<file path="src/rtl/smachine_pkg.sv">
// smachine_pkg: opcodes, branch conditions, FSM states and flag bit
// indices shared by the S-machine core and its ALU.
package smachine_pkg;

  typedef enum logic [1:0] {
    S_FETCH = 2'd0,
    S_EXEC  = 2'd1,
    S_MEM   = 2'd2,
    S_HALT  = 2'd3
  } state_t;

  localparam logic [3:0] OP_NOP  = 4'h0;
  localparam logic [3:0] OP_LDI  = 4'h1;
  localparam logic [3:0] OP_ADD  = 4'h2;
  localparam logic [3:0] OP_SUB  = 4'h3;
  localparam logic [3:0] OP_AND  = 4'h4;
  localparam logic [3:0] OP_OR   = 4'h5;
  localparam logic [3:0] OP_XOR  = 4'h6;
  localparam logic [3:0] OP_SHL  = 4'h7;
  localparam logic [3:0] OP_SHR  = 4'h8;
  localparam logic [3:0] OP_CMP  = 4'h9;
  localparam logic [3:0] OP_BR   = 4'hA;
  localparam logic [3:0] OP_LD   = 4'hB;
  localparam logic [3:0] OP_ST   = 4'hC;
  localparam logic [3:0] OP_HALT = 4'hF;

  localparam logic [3:0] CC_AL = 4'd0;
  localparam logic [3:0] CC_Z  = 4'd1;
  localparam logic [3:0] CC_N  = 4'd2;
  localparam logic [3:0] CC_C  = 4'd3;
  localparam logic [3:0] CC_NZ = 4'd4;

  localparam int ZF = 2;
  localparam int NF = 1;
  localparam int CF = 0;

  // LDI through CMP are the only ops that touch ZNC in EXEC.
  function automatic logic sets_flags(input logic [3:0] op);
    return (op >= OP_LDI) && (op <= OP_CMP);
  endfunction

endpackage

</file>
<file path="src/rtl/smachine_alu.sv">
// smachine_alu: combinational ALU. In: op, a (rd), b (rs or imm), c_in.
// Out: result, z, n, c (c_in passes through when untouched), we.
module smachine_alu
  import smachine_pkg::*;
#(
  parameter int DW = 16
) (
  input  logic [3:0]    op,
  input  logic [DW-1:0] a,
  input  logic [DW-1:0] b,
  input  logic          c_in,
  output logic [DW-1:0] result,
  output logic          z,
  output logic          n,
  output logic          c,
  output logic          we
);

  logic [DW:0] sum;

  always_comb begin
    sum    = '0;
    result = '0;
    c      = c_in;
    we     = 1'b0;
    unique case (1'b1)
      op == OP_LDI: begin
        result = b;
        we     = 1'b1;
      end
      op == OP_ADD: begin
        sum    = {1'b0, a} + {1'b0, b};
        result = sum[DW-1:0];
        c      = sum[DW];
        we     = 1'b1;
      end
      op == OP_SUB, op == OP_CMP: begin
        result = a - b;
        c      = a < b;
        we     = op == OP_SUB;
      end
      op == OP_AND: begin
        result = a & b;
        c      = 1'b0;
        we     = 1'b1;
      end
      op == OP_OR: begin
        result = a | b;
        c      = 1'b0;
        we     = 1'b1;
      end
      op == OP_XOR: begin
        result = a ^ b;
        c      = 1'b0;
        we     = 1'b1;
      end
      op == OP_SHL: begin
        result = {a[DW-2:0], 1'b0};
        c      = a[DW-1];
        we     = 1'b1;
      end
      op == OP_SHR: begin
        result = {1'b0, a[DW-1:1]};
        c      = a[0];
        we     = 1'b1;
      end
      default: ;
    endcase
    z = result == '0;
    n = result[DW-1];
  end

endmodule

</file>
<file path="src/rtl/smachine_core.sv">
// smachine_core: multi-cycle load/store CPU, FETCH/EXEC/MEM/HALT FSM,
// req/ack instruction and data ports, debug register read, ZNC flags.
module smachine_core
  import smachine_pkg::*;
#(
  parameter int DW   = 16,
  parameter int NREG = 4,
  parameter int AW   = 8
) (
  input  logic          clk,
  input  logic          rst,
  output logic          imem_req,
  output logic [AW-1:0] imem_addr,
  input  logic          imem_ack,
  input  logic [15:0]   imem_rdata,
  output logic          dmem_req,
  output logic          dmem_we,
  output logic [7:0]    dmem_addr,
  output logic [DW-1:0] dmem_wdata,
  input  logic          dmem_ack,
  input  logic [DW-1:0] dmem_rdata,
  input  logic [3:0]    dbg_sel,
  output logic [DW-1:0] dbg_reg,
  output logic [2:0]    znc_out,
  output logic [15:0]   opcode_out,
  output logic [AW-1:0] pc_out,
  output logic          halted
);

  localparam int RW = (NREG > 1) ? $clog2(NREG) : 1;

  state_t        state;
  state_t        state_nx;
  logic [AW-1:0] pc;
  logic [15:0]   ir;
  logic [2:0]    znc;
  logic          boot;
  logic [DW-1:0] regs [NREG];

  logic [3:0]    op;
  logic [3:0]    cc;
  logic [RW-1:0] rd;
  logic [RW-1:0] rs;
  logic [7:0]    imm;
  logic          taken;
  logic          fetch_hs;
  logic          mem_hs;
  logic [DW-1:0] alu_b;
  logic [DW-1:0] alu_res;
  logic          alu_z;
  logic          alu_n;
  logic          alu_c;
  logic          alu_we;
  logic          unused_dbg;

  assign op  = ir[15:12];
  assign cc  = ir[11:8];
  assign rd  = ir[8 +: RW];
  assign rs  = ir[4 +: RW];
  assign imm = ir[7:0];

  assign alu_b = (op == OP_LDI) ? DW'($signed(imm)) : regs[rs];

  smachine_alu #(.DW(DW)) u_alu (
    .op     (op),
    .a      (regs[rd]),
    .b      (alu_b),
    .c_in   (znc[CF]),
    .result (alu_res),
    .z      (alu_z),
    .n      (alu_n),
    .c      (alu_c),
    .we     (alu_we)
  );

  always_comb begin
    taken = 1'b0;
    unique case (cc)
      CC_AL:   taken = 1'b1;
      CC_Z:    taken = znc[ZF];
      CC_N:    taken = znc[NF];
      CC_C:    taken = znc[CF];
      CC_NZ:   taken = !znc[ZF];
      default: taken = 1'b0;
    endcase
  end

  assign fetch_hs = imem_req && imem_ack;
  assign mem_hs   = dmem_req && dmem_ack;

  always_ff @(posedge clk) begin
    if (rst) state <= S_FETCH;
    else     state <= state_nx;
  end

  always_comb begin
    state_nx = state;
    unique case (state)
      S_FETCH: if (fetch_hs) state_nx = S_EXEC;
      S_EXEC: begin
        unique case (1'b1)
          op == OP_LD, op == OP_ST: state_nx = S_MEM;
          op == OP_HALT:            state_nx = S_HALT;
          default:                  state_nx = S_FETCH;
        endcase
      end
      S_MEM:   if (mem_hs) state_nx = S_FETCH;
      S_HALT:  state_nx = S_HALT;
      default: state_nx = S_FETCH;
    endcase
  end

  // boot masks the fetch request for the first cycle after reset.
  always_comb begin
    imem_req = 1'b0;
    dmem_req = 1'b0;
    dmem_we  = 1'b0;
    halted   = 1'b0;
    unique case (state)
      S_FETCH: imem_req = !boot;
      S_MEM: begin
        dmem_req = 1'b1;
        dmem_we  = op == OP_ST;
      end
      S_HALT:  halted = 1'b1;
      default: ;
    endcase
  end

  always_ff @(posedge clk) begin
    if (rst) begin
      pc   <= '0;
      ir   <= '0;
      znc  <= '0;
      boot <= 1'b1;
      for (int i = 0; i < NREG; i++) regs[i] <= '0;
    end else begin
      boot <= 1'b0;
      if (fetch_hs) begin
        ir <= imem_rdata;
        pc <= pc + AW'(1);
      end
      if (state == S_EXEC) begin
        if (alu_we) regs[rd] <= alu_res;
        if (sets_flags(op)) znc <= {alu_z, alu_n, alu_c};
        if (op == OP_BR && taken) pc <= AW'(imm);
      end
      if (state == S_MEM && mem_hs && op == OP_LD) begin
        regs[rd] <= dmem_rdata;
        znc[ZF]  <= dmem_rdata == '0;
        znc[NF]  <= dmem_rdata[DW-1];
      end
    end
  end

  assign imem_addr  = pc;
  assign dmem_addr  = imm;
  assign dmem_wdata = regs[rd];
  assign dbg_reg    = regs[dbg_sel[RW-1:0]];
  assign znc_out    = znc;
  assign opcode_out = ir;
  assign pc_out     = pc;
  assign unused_dbg = ^dbg_sel;

endmodule
</file>
<file path="config.mk">
export PLATFORM = sky130hd
export DESIGN_NAME = smachine_core
export DESIGN_NICKNAME = d
export VERILOG_FILES = /design/src/rtl/smachine_pkg.sv /design/src/rtl/smachine_alu.sv /design/src/rtl/smachine_core.sv
export SDC_FILE = /design/constraint.sdc
export NUM_CORES = 1
export LEC_CHECK = 0
export ABC_AREA = 1
export CAP_MARGIN = 30
export CORE_MARGIN = 2
export CORE_UTILIZATION = 50
export DETAILED_ROUTE_END_ITERATION = 10
export GPL_TIMING_DRIVEN = 1
export PLACE_DENSITY_LB_ADDON = 0.15
export SYNTH_ARGS = -nofsm -noshare
export SYNTH_HDL_FRONTEND = slang
export SYNTH_SLANG_ARGS = --single-unit
</file>
<file path="constraint.sdc">
create_clock -name clk -period 4.61 [get_ports clk]
set_input_delay 0.6915 -clock clk [delete_from_list [all_inputs] [get_ports clk]]
set_output_delay 0.6915 -clock clk [all_outputs]
set_load 0.005 [all_outputs]
</file>
==> flow_metrics.env <==
export IMPL_grt_pass1_wl_um=45140
export IMPL_r2r_start="opcode_out[15]$_SDFFE_PP0P_"
export IMPL_syn_nets=1455
export IMPL_post_cts_buffers=0
export IMPL_grt_pass1_vias=8751
export IMPL_initial_core_util_pct=50.85
export IMPL_cts_max_path_buffers=2
export IMPL_syn_avg_cell_area_sq_um=6.404
export IMPL_stdcell_area_sq_mm=0.01023
export IMPL_hold_viol=0
export IMPL_fp_row_count=48
export IMPL_cts_root_buf="clkbuf_16"
export IMPL_seqCellArea_sq_mm=0.002603
export IMPL_die_h_um=136.2
export IMPL_numClockSinks=98
export IMPL_hold_end="opcode_out[11]$_SDFFE_PP0P_"
export IMPL_insertedDiodeCount=0
export IMPL_sw_frac_of_total_pct=39.01
export IMPL_netSwitchingPower_mw=1.131
export IMPL_die_w_um=136.2
export IMPL_clk_latency_ns=0.36
export IMPL_wire_per_inst_um=17.61
export IMPL_power_density_mw_per_mm2=283.4
export IMPL_drv_cap=0
export IMPL_hold_path_cell_count=2
export IMPL_yosysSeqAreaShare_pct=29.80
export IMPL_leakagePower_nw=4.664
export IMPL_drtIter0Drc=930
export IMPL_final_common_cell="nand2_1"
export IMPL_drc_errors=0
export IMPL_die_area_sq_mm=0.01854
export IMPL_port_buffers=116
export IMPL_clkSlewWorstSetupHoldPaths_ns=0.08
export IMPL_area_growth_pct=17.16
export IMPL_clock_skew_ns=0.01283
export IMPL_viasPerCell=5.703
export IMPL_fin_ws_ns=0.6043
export IMPL_worstReg2RegEnd="regs[2][12]$_SDFFCE_PN0P_"
export IMPL_setup_viol=0
export IMPL_reg2reg_depth=24
export IMPL_grt_max_degree=49
export IMPL_syn_inst=1364
export IMPL_synth_seq_cells=98
export IMPL_ctsResizeCount=0
export IMPL_antenna_found_initial=0
export IMPL_p_total_mw=2.900
export IMPL_postCtsHoldBufs=0
export IMPL_path_buf_inv=6
export IMPL_min_path_type="flop to flop"
export IMPL_use_met1_pct=40.39
export IMPL_cp_cell_sequence="inv_2, nand2_2, nor2_4, clkinv_1, buf_4, nand3_1, nand2_1, ha_1, inv_1, fa_1, inv_1, nand2_1, nand2_1, nand3_1, nand2_1, nand2_1, nand2_1, nand2_1, nand3_1, nand2_1, nor2_1, o22ai_1, inv_2, nor2_1"
export IMPL_drive_gt1_share_pct=5.128
export IMPL_slew_headroom_pct=39.66
export IMPL_slowest_stage="dfxtp_1"
export IMPL_setup_tns_ns=0
export IMPL_cts_tree="done"
export IMPL_min_from="opcode_out[11]$_SDFFE_PP0P_"
export IMPL_ys_flop_type="edfxtp_1"
export IMPL_dp_slack_ns=0.7510
export IMPL_dp_hpwl_um=21970
export IMPL_coreArea_sq_mm=0.01718
export IMPL_start_kind="flop"
export IMPL_fill_cells=1714
export IMPL_r2r_slack_ns=0.60
export IMPL_combPwrFrac_pct=39.2
export IMPL_p_clk_share_pct=25.7
export IMPL_ant_nets=0
export IMPL_grt_busiest_layer="met2"
export IMPL_wl_um=29370
export IMPL_placed_cell_area_sq_mm=0.009941
export IMPL_tightestPinTransition_ns=0.9041
export IMPL_finalMaxSlewViolations=0
export IMPL_gp_congestion=0.9655
export IMPL_grtUsageTotal_pct=31.63
export IMPL_yosys_warnings=0
export IMPL_crit_family="simple AND/OR/NAND/NOR gates"
export IMPL_period_share_pct=86.89
export IMPL_crit_fanout=17
export IMPL_synth_edf_count=64
export IMPL_slowest_delay_ns=0.54
export IMPL_num_io_pins=119
export IMPL_final_cell_mix="nand2_1 (327), nand3_1 (170), nor2_1 (167)"
export IMPL_crit_top_cell="nand2_1"
export IMPL_crit_type="flop to flop"
export IMPL_timing_fmax_mhz=249.6
export IMPL_worstPathArrival_ns=4.10
export IMPL_h_tree_depth=3
export IMPL_period_needed_ns=4.006
export IMPL_status="finished clean"
export IMPL_irDropWorstVdd_uv=220.3
export IMPL_yosysUniqueCellTypes=45
export IMPL_fin_nets=1529
export IMPL_drtPass1Iterations=6
export IMPL_grt_util_met3_pct=3.952
export IMPL_p_int_mw=1.769
export IMPL_num_vias=9513
export IMPL_syn_area_sq_mm=0.008735
export IMPL_end_kind="flop"
export IMPL_use_met2_pct=53.10
export IMPL_seq_power_share_pct=35.1
export IMPL_overflow=0
export IMPL_rsz0062_at_grt="no"
export IMPL_required_ns=4.71
export IMPL_async_reset_ff_share_pct=0
export IMPL_cts_inserted_buffers=9
export IMPL_multi_input_area_sq_mm=0.005054
## registers in the layout, summed over array words and instances, names as in the netlist, named ones only
| signal | count |
|---|---|
| imem_addr | 8 |
| regs | 64 |
| state | 2 |
| boot | 1 |
| znc_out | 3 |
| opcode_out | 16 |
## stage by stage
step	cells	hold WS [ns]	utilization (%)
after floorplan	1364	0.4601	-
after global placement	1651	0.4558	57.71
after detailed placement	1652	0.4646	57.87
after CTS	1668	0.4746	59.58
after global routing	1668	0.5137	59.58
final	1668	0.4799	59.58
## tightest hold or removal path: stages (launching register included)
cell and delay, ns:
dfxtp_1 0.31, inv_1 0.07, a21oi_1 0.06
## cell usage after synthesis (5+ instances only)
cell | instances | share of area (%)
nor2_1 | 167 | 7.2
nor3_1 | 13 | 0.74
xor2_1 | 6 | 0.60
o21ai_1 | 5 | 0.29
nand2_2 | 5 | 0.36
buf_4 | 19 | 1.6
o22ai_1 | 15 | 1.1
buf_6 | 5 | 0.64
dfxtp_1 | 34 | 7.8
o21ai_0 | 103 | 5.9
inv_2 | 13 | 0.56
nor2_2 | 6 | 0.43
inv_1 | 166 | 7.1
clkbuf_1 | 30 | 1.3
nand3_1 | 170 | 9.7
edfxtp_1 | 64 | 22
a21oi_1 | 97 | 5.6
ha_1 | 49 | 7.0
buf_2 | 16 | 0.92
nand4_1 | 8 | 0.57
nand2_1 | 327 | 14
## cell type report
class	count	share of cell area (%)
inverters	181	6.639
repair buffers	135	12.94
clock buffers	10	2.335
flip-flops and latches	98	25.43
multi-input cells	1013	49.38
well taps	225	2.751
clock inverters	6	0.5257
## metal layers
metal / vias up / part of all wire, %
met3: 82 / 9.2
met2: 517 / 46
met1: 4333 / 40
li1: 4581 / -
met4: 0 / 4.8
met5: - / 0
## cells by family after synthesis
logic type               Yosys count  synth area share, %
AO/OA/AOI/OAI                    237                14.38
XOR/XNOR                           8               0.8022
adder cells (fa/ha/maj)           51                7.477
buffers and inverters            253                12.35
flip-flops                        98                29.80
AND/OR/NAND/NOR                  717                35.20
## worst max path at each step
stage	to	depth (start not counted)	slack, ns	startpoint
2_1_floorplan	regs[0][15]$_SDFFCE_PN0P_	22	1.48	opcode_out[15]$_SDFFE_PP0P_
3_3_place_gp	regs[2][12]$_SDFFCE_PN0P_	24	0.82	opcode_out[15]$_SDFFE_PP0P_
3_5_place_dp	regs[1][12]$_SDFFCE_PN0P_	24	0.75	opcode_out[15]$_SDFFE_PP0P_
4_1_cts	regs[2][12]$_SDFFCE_PN0P_	24	0.71	opcode_out[15]$_SDFFE_PP0P_
5_1_grt	znc_out[2]$_SDFFE_PP0P_	25	0.38	opcode_out[15]$_SDFFE_PP0P_
6_report	regs[2][12]$_SDFFCE_PN0P_	24	0.60	opcode_out[15]$_SDFFE_PP0P_
## power groups by stage
stage / combinational [mW] / clock [mW] / sequential (mW)
after detailed placement: 1.11 / 0 / 1.04
after global routing: 1.25 / 0.783 / 1.02
after CTS: 1.12 / 0.747 / 1.02
after floorplan: 0.732 / 0 / 1.02
final: 1.14 / 0.746 / 1.02
after global placement: 1.10 / 0 / 1.03
(Power assumes the default switching activity.)
